$ cat config.mk
export PLATFORM = sky130hd
export DESIGN_NAME = spi_master_if
export DESIGN_NICKNAME = d
export VERILOG_FILES = /design/src/rtl/spi_master_if.sv
export SDC_FILE = /design/constraint.sdc
export NUM_CORES = 1
export LEC_CHECK = 0
export ABC_AREA = 1
export CAP_MARGIN = 25
export CORE_ASPECT_RATIO = 0.9
export CORE_MARGIN = 2
export CORE_UTILIZATION = 45
export CTS_BUF_LIST = sky130_fd_sc_hd__clkbuf_16
export DETAILED_ROUTE_END_ITERATION = 10
export PLACE_DENSITY_LB_ADDON = 0.2
export SLEW_MARGIN = 20
export SYNTH_ARGS = -nofsm -noshare
export SYNTH_HDL_FRONTEND = slang
export SYNTH_SLANG_ARGS = --single-unit
$ cat constraint.sdc
create_clock -name clk -period 2.4 [get_ports clk]
set_clock_uncertainty 0.1 [all_clocks]
set_input_delay 0.6 -clock clk [delete_from_list [all_inputs] [get_ports clk]]
set_output_delay 0.6 -clock clk [all_outputs]
set_load 0.05 [all_outputs]
$ cat src/rtl/spi_master_if.sv
// SPI initiator: serialises {cmd, data} requests into SS_n frames and returns
// the byte read back for read-data commands. Tracks address-before-data ordering.
module spi_master_if #(
  parameter int RD_WAIT = 2
) (
  input  logic       clk,
  input  logic       rst_n,
  input  logic       req_valid,
  output logic       req_ready,
  input  logic [1:0] req_cmd,
  input  logic [7:0] req_data,
  output logic       rsp_valid,
  output logic [7:0] rsp_data,
  output logic       seq_err,
  output logic       busy,
  output logic       SS_n,
  output logic       MOSI,
  input  logic       MISO,
  output logic [2:0] o_dbg_state
);

  // Handshake: a request is taken on a rising edge where req_valid && req_ready;
  // req_ready is high only in IDLE, and an unaccepted request must be held.
  typedef enum logic [2:0] {
    S_IDLE, S_SELECT, S_SHIFT, S_WAIT, S_RECV, S_DONE
  } state_t;

  localparam logic [3:0] LP_WAIT_INIT = 4'(RD_WAIT - 1);

  state_t      r_state;
  state_t      w_state_nxt;
  logic [3:0]  r_cnt;
  logic [3:0]  w_cnt_nxt;
  logic [9:0]  r_frame;
  logic [9:0]  w_frame_sh;
  logic [7:0]  r_rx;
  logic        r_wa_set;
  logic        r_ra_set;
  logic        w_accept;
  logic        w_rd_done;
  logic        w_mosi_nxt;
  logic        w_ss_n_nxt;
  logic        w_seq_err_nxt;

  assign w_accept    = req_valid && req_ready;
  assign w_rd_done   = (r_state == S_RECV) && (r_cnt == 4'd0);
  assign o_dbg_state = r_state;

  always_comb begin
    w_state_nxt = r_state;
    w_cnt_nxt   = r_cnt;
    case (r_state)
      S_IDLE: if (w_accept) w_state_nxt = S_SELECT;
      S_SELECT: begin
        w_state_nxt = S_SHIFT;
        w_cnt_nxt   = 4'd9;
      end
      S_SHIFT: begin
        if (r_cnt == 4'd0) begin
          if (r_frame[9:8] == 2'b11) begin
            w_state_nxt = S_WAIT;
            w_cnt_nxt   = LP_WAIT_INIT;
          end else begin
            w_state_nxt = S_DONE;
          end
        end else begin
          w_cnt_nxt = r_cnt - 4'd1;
        end
      end
      S_WAIT: begin
        if (r_cnt == 4'd0) begin
          w_state_nxt = S_RECV;
          w_cnt_nxt   = 4'd7;
        end else begin
          w_cnt_nxt = r_cnt - 4'd1;
        end
      end
      S_RECV: begin
        if (r_cnt == 4'd0) w_state_nxt = S_DONE;
        else               w_cnt_nxt   = r_cnt - 4'd1;
      end
      default: w_state_nxt = S_IDLE;
    endcase
  end

  // Outputs are computed from the next state so the registered pins line up
  // with the state they belong to.
  assign w_frame_sh = r_frame >> w_cnt_nxt;

  always_comb begin
    w_mosi_nxt = 1'b0;
    case (w_state_nxt)
      S_SELECT: w_mosi_nxt = req_cmd[1];
      S_SHIFT:  w_mosi_nxt = w_frame_sh[0];
      default:  w_mosi_nxt = 1'b0;
    endcase
  end

  assign w_ss_n_nxt    = (w_state_nxt == S_IDLE) || (w_state_nxt == S_DONE);
  assign w_seq_err_nxt = w_accept && (((req_cmd == 2'b01) && !r_wa_set) ||
                                      ((req_cmd == 2'b11) && !r_ra_set));

  always_ff @(posedge clk or negedge rst_n) begin
    if (!rst_n) begin
      r_state   <= S_IDLE;
      r_cnt     <= 4'd0;
      r_frame   <= 10'd0;
      r_rx      <= 8'd0;
      r_wa_set  <= 1'b0;
      r_ra_set  <= 1'b0;
      SS_n      <= 1'b1;
      MOSI      <= 1'b0;
      req_ready <= 1'b1;
      busy      <= 1'b0;
      rsp_valid <= 1'b0;
      rsp_data  <= 8'h00;
      seq_err   <= 1'b0;
    end else begin
      r_state   <= w_state_nxt;
      r_cnt     <= w_cnt_nxt;
      SS_n      <= w_ss_n_nxt;
      MOSI      <= w_mosi_nxt;
      req_ready <= (w_state_nxt == S_IDLE);
      busy      <= (w_state_nxt != S_IDLE);
      seq_err   <= w_seq_err_nxt;
      rsp_valid <= w_rd_done;
      if (w_accept) begin
        r_frame <= {req_cmd, req_data};
        if (req_cmd == 2'b00) r_wa_set <= 1'b1;
        if (req_cmd == 2'b10) r_ra_set <= 1'b1;
      end
      if (r_state == S_RECV) r_rx <= {r_rx[6:0], MISO};
      if (w_rd_done) rsp_data <= {r_rx[6:0], MISO};
    end
  end

endmodule

# ---- Word level (Yosys, flattened, before mapping)
# Cells that the tools add are included.
dict set report totals {
  register_bits 40
  wordCells 54
}
dict set report classes {
  addsub 1
  eq_ne 11
  shift 1
  mux 12
  n_reduce_logical 16
}
# operator count
set op_table {}
lappend op_table {{$mux 4} 4}
lappend op_table {{$pmux 4 s4} 1}
lappend op_table {{$mux 3} 5}
lappend op_table {{$pmux 3 s5} 1}
lappend op_table {{$shr 10x4->1} 1}
lappend op_table {{$eq 3x2->1 const B} 3}
lappend op_table {{$eq 2x2->1 const B} 3}
lappend op_table {{$eq 3x1->1 const B} 2}
lappend op_table {{$eq 3x3->1 const B} 2}
lappend op_table {{$logic_not 3->1} 2}
lappend op_table {{$logic_and 1x1->1} 5}
lappend op_table {{$logic_not 4->1} 1}
lappend op_table {{$reduce_and 2->1} 2}
lappend op_table {{$sub 4x1->4 const B} 1}
lappend op_table {{$reduce_bool 3->1} 1}
lappend op_table {{$eq 2x1->1 const B} 1}
lappend op_table {{$logic_not 1->1} 2}
lappend op_table {{$logic_not 2->1} 1}
lappend op_table {{$logic_or 1x1->1} 2}
lappend op_table {{$pmux 1 s2} 1}

# ---- Depth between registers and ports, before layout
dict set report logic_depth {
  ltp_word 6
  ltp_mapped 15
  depth_no_buf 15
}

# ---- Least setup slack after synthesis
# OpenSTA, ideal clock, no wires.
dict set report synth_path {
  path_type {register -> register}
  from {register r_cnt[0]}
  to {register MOSI}
  t_arrival_ns 1.890
  required_time_ns 2.235
  setup_slack_ns 0.345
  path_stages_with_launch 16
  n_path_buf 0
  cell_sequence {dfrtp_1 inv_1 ha_1 nand2_4 ha_1 inv_1 nand2_1 o21ai_2 nand2_2 nand2_4 nand2_1 nand2_1 nand2_1 a21oi_1 nand3_1 nand2_1}
}
dict set report synth_between {
  elab_chain_cells 5
}
# item line_no
set synth_lines {}
lappend synth_lines {{start, declared} 32} ;# logic [3:0] r_cnt;
lappend synth_lines {{start signal, assigned} 120} ;# r_cnt <= w_cnt_nxt;
lappend synth_lines {{$sub 4x1->4, or another cell as far along} {67, 75, 80}}
lappend synth_lines {{$mux 4, or another cell as far along} 79} ;# if (r_cnt == 4'd0) w_state_nxt = S_DONE;
lappend synth_lines {{$pmux 4 s4 / $pmux 3 s5 (equally long branches)} 52} ;# case (r_state)
lappend synth_lines {{$shr 10x4->1, or another cell as far along} 88} ;# assign w_frame_sh = r_frame >> w_cnt_nxt;
lappend synth_lines {{$pmux 1 s2 (*)} 92} ;# case (w_state_nxt)
lappend synth_lines {{named net w_mosi_nxt} 41} ;# logic w_mosi_nxt;
lappend synth_lines {{end signal, assigned} 122} ;# MOSI <= w_mosi_nxt;
lappend synth_lines {{end, declared} 17} ;# output logic MOSI,
# The timed path passes the listed nets; every way through them passes the cells marked *.
# A chain may end at the register's enable or synchronous reset.

# ---- Worst setup path in the final report
dict set report layout_path {
  from {register req_ready}
  to {output port req_ready}
}
# item line_no
set layout_rtl {}
lappend layout_rtl {{start, declared} 9} ;# output logic req_ready,
lappend layout_rtl {{start signal, assigned} 123} ;# req_ready <= (w_state_nxt == S_IDLE);
# No word-level cell between the ends.

==> metrics.md <==
| Metric | Value |
|---|---|
| DIE HEIGHT | `between 60 and 70 um` |
| Worst path arrival time | `roughly 1600 ps` |
| Setup Crit Path Kind | `flop to output port` |
| Routed vias/inst | `4.915` |
| Routed wire per std cell | `11.80 um` |
| Reg2reg end | `MOSI` |
| H-tree Lvls | `2` |
| Clock Sinks | `40` |
| Seq. cell area | `approximately 1000 um2` |
| Placeable Area | `just over 4000 um2` |
| Measured slew at the worst slew-check pin | `~510 ps` |
| Slew Limit Headroom | `0.6571` |
| Layout area overhead | `26.90%` |
| IO Pins | `31` |
| Leakage | `approximately 1.2 nW` |
| Slew Limit Fails | `0` |
| Final #Nets | `~280` |
| Worst Hold Class | `input pin to asynchronous set/reset pin` |
| Area leader, netlist | `dfrtp_1` |
| First-pass GRT wire length | `around 6700 um` |
| Post-route ant nets | `0` |
| Syn Std Cell Area | `approximately 2000 um2` |
| Tmin final | `between 2000 and 2500 ps` |
| Vias in the first global route | `about 1.5k` |
| Design Area, Final | `~2500 um2` |
| Fillers | `approximately 370` |
| Share of layout cells above drive strength 1 | `0.1343` |
| TritonRoute pass-1 iters | `4` |
| DP Area | `between 2000 and 2500 um2` |
| Setup bufs post-CTS | `0` |
| Die X | `approximately 74 um` |
| Sum Neg Setup Slack | `0 ps` |
| Fmax | `around 0.43 GHz` |
| DRC viols | `0` |
| Final wirelength | `3730 um` |
| Reg-to-Reg Start | `r_cnt[0]` |
| Seq/Total Area, Yosys | `0.5125` |
| Critical-path top delay cell | `clkdlybuf4s50_1` |
| Total track usage | `0.1804` |
| Cell family with most CP delay | `buffers and inverters` |
| RSZ-0062 raised after global routing | `false` |
| EDFF count, synth | `0` |
| Total CTS buffers | `5` |
| CP max stage delay | `around 790 ps` |
| Max Cap Viol | `0` |
| Ys flop type | `dfrtp_1` |
| Post-route setup slack | `99.92 ps` |
| Fin util | `0.6018` |
| Critical path endpoint category | `output port` |
| Initial antenna violation count | `0` |
| R2R depth | `15` |
| Worst path bufs/invs | `1` |
| Tot Pwr | `between 0.003 and 0.004 W` |
| DRT iter0 DRCs | `approximately 90` |
| Async set-reset flop share out of synthesis | `1.000` |
| PwrDens | `between 1000 and 1500 nW/um2` |
| Mapped Cells | `232` |
| CTS tree | `yes` |
| Max Root-Sink Buffers | `2` |
| Multi-input logic area | `~800 um2` |
| Skew-Pair Late Insertion Delay | `between 200 and 300 ps` |
| Pin count of the biggest net entering global routing | `41` |
| Req. time, crit path | `between 1500 and 2000 ps` |
| Final GP Congestion | `between 0.8 and 0.9` |
| Status | `completed` |
| Overflow after GRT | `0` |
| Worst vdd ir | `around 630 uV` |
| Startpoint Class | `flop` |
| Post-synthesis register bit count | `40` |
| Die ar. | `around 4900 um2` |
| Buffers on Ports | `30` |
| Ys Warns | `0` |
| Setup violations, final | `0` |
| Flop-to-flop setup slack | `220 ps` |
| Post-CTS Hold Fix Bufs | `0` |
| Worst-path fanout max | `2` |
| Starting Density | `0.4742` |
| Period utilization | `0.9584` |
| Vias | `1,553` |
| Synth top area share | `0.4856` |
| Post-DP HPWL | `~2700 um` |
| Synth area leaders | `dfrtp_1 (49%), nand2_1 (15%), inv_1 (5.4%)` |
| Post-CTS Resized | `0` |
| Rows | `22` |
| Ant. Diodes | `0` |
| Post-synthesis cell type count | `28` |
| Cells along the critical path | `clkdlybuf4s50_1` |
| Final hold violation count | `0` |
| Clock-pin slew on the worst setup and hold paths | `~60 ps` |
| Root Buffer | `clkbuf_16` |
| Syn Nets | `around 250` |
| Place WS | `about 230 ps` |
| Synth Area per Inst | `8.440 um2` |
==> registers in the layout, summed over array words and instances, names as in the netlist <==
register     count
o_dbg_state      3
rsp_data         8
busy             1
r_ra_set         1
seq_err          1
SS_n             1
req_ready        1
MOSI             1
rsp_valid        1
r_rx             7
r_frame         10
r_wa_set         1
r_cnt            4
==> per-stage QoR <==
step           hold slack [ps]  cells
5_1_grt                  198.5    316
3_3_place_gp             335.7    308
3_5_place_dp             344.8    308
4_1_cts                  186.0    316
2_1_floorplan            204.4    232
6_report                 174.7    316
==> area by class of cell <==
| cell class | instances | area share |
|---|---|---|
| tap | 48 | 0.02417 |
| multi-input combinational | 155 | 0.3233 |
| clock inverter | 3 | 0.01511 |
| inverter | 32 | 0.05035 |
| timing repair buffer | 33 | 0.1329 |
| clock buffer | 5 | 0.05035 |
| sequential | 40 | 0.4038 |
==> cells in the mapped netlist, types with 2 or more instances <==
library cell and number:
a21oi_1 3, clkbuf_1 4, dfrtp_1 38, dfstp_2 2
ha_1 2, inv_1 28, inv_2 3, nand2_1 76
nand2_2 6, nand2_4 4, nand3_1 18, nand3b_1 3
nor2_1 7, nor2_2 2, nor2_4 3, nor3_1 2
o21ai_0 19, o31ai_1 2
==> cell families after synthesis <==
| kind of cell | Yosys count | share of synthesized area |
|---|---|---|
| AND/OR/NAND/NOR | 126 | 0.3182 |
| AO/OA/AOI/OAI | 27 | 0.07923 |
| adder cells (fa/ha/maj) | 2 | 0.01278 |
| flip-flops | 40 | 0.5125 |
| buffers and inverters | 37 | 0.07731 |
==> per-layer routing <==
layer  part of all wire  vias up  global-route usage
met2               0.43       26              0.2690
met5                  0        -                   0
met1               0.51      723              0.2498
li1                   -      796                   -
met3              0.041        8             0.04992
met4              0.020        0             0.06818
==> cell usage in the layout, fill, tap and decap left out, types with 2 or more instances in the layout <==
cell / netlist / layout
nand2_1: 76 / 76
dfrtp_1: 38 / 38
clkdlybuf4s50_1: 0 / 29
inv_1: 28 / 28
o21ai_0: 19 / 19
nand3_1: 18 / 18
nor2_1: 7 / 7
nand2_2: 6 / 6
clkbuf_16: 0 / 5
nand2_4: 4 / 4
inv_2: 3 / 3
nor2_4: 3 / 3
a21oi_1: 3 / 3
nand3b_1: 3 / 3
dfstp_2: 2 / 2
nor2_2: 2 / 2
nor3_1: 2 / 2
o31ai_1: 2 / 2
ha_1: 2 / 2
clkinv_1: 0 / 2
buf_4: 0 / 2
==> where the power goes <==
group / internal (W) / switching, W
Combinational: 0.000574 / 0.00106
Sequential: 0.000889 / 0.000142
Clock: 0.000482 / 0.000242
==> how the worst max path moves through the flow <==
stage / depth (start not counted) / startpoint / end / slack [ps]
floorplan: 15 / r_cnt[0] / MOSI / 340
global placement: 14 / r_cnt[0] / MOSI / 230
detailed placement: 14 / r_cnt[0] / MOSI / 230
CTS: 1 / req_ready / req_ready / 90
global route: 15 / r_cnt[0] / MOSI / 10
finish: 1 / req_ready / req_ready / 100
==> worst reg2reg max path: stages (launching register included) <==
cell     delay (ps)
dfrtp_1         410
inv_1           140
ha_1            230
nand2_4         100
ha_1            290
inv_1            60
nand2_1          60
o21ai_2          70
nand2_2         120
nand2_4         110
nand2_1          50
nand2_1          50
nand2_1          50
a21oi_1         120
nand3_1          80
nand2_1          60
Note: power is estimated with default switching activity, not from simulation.
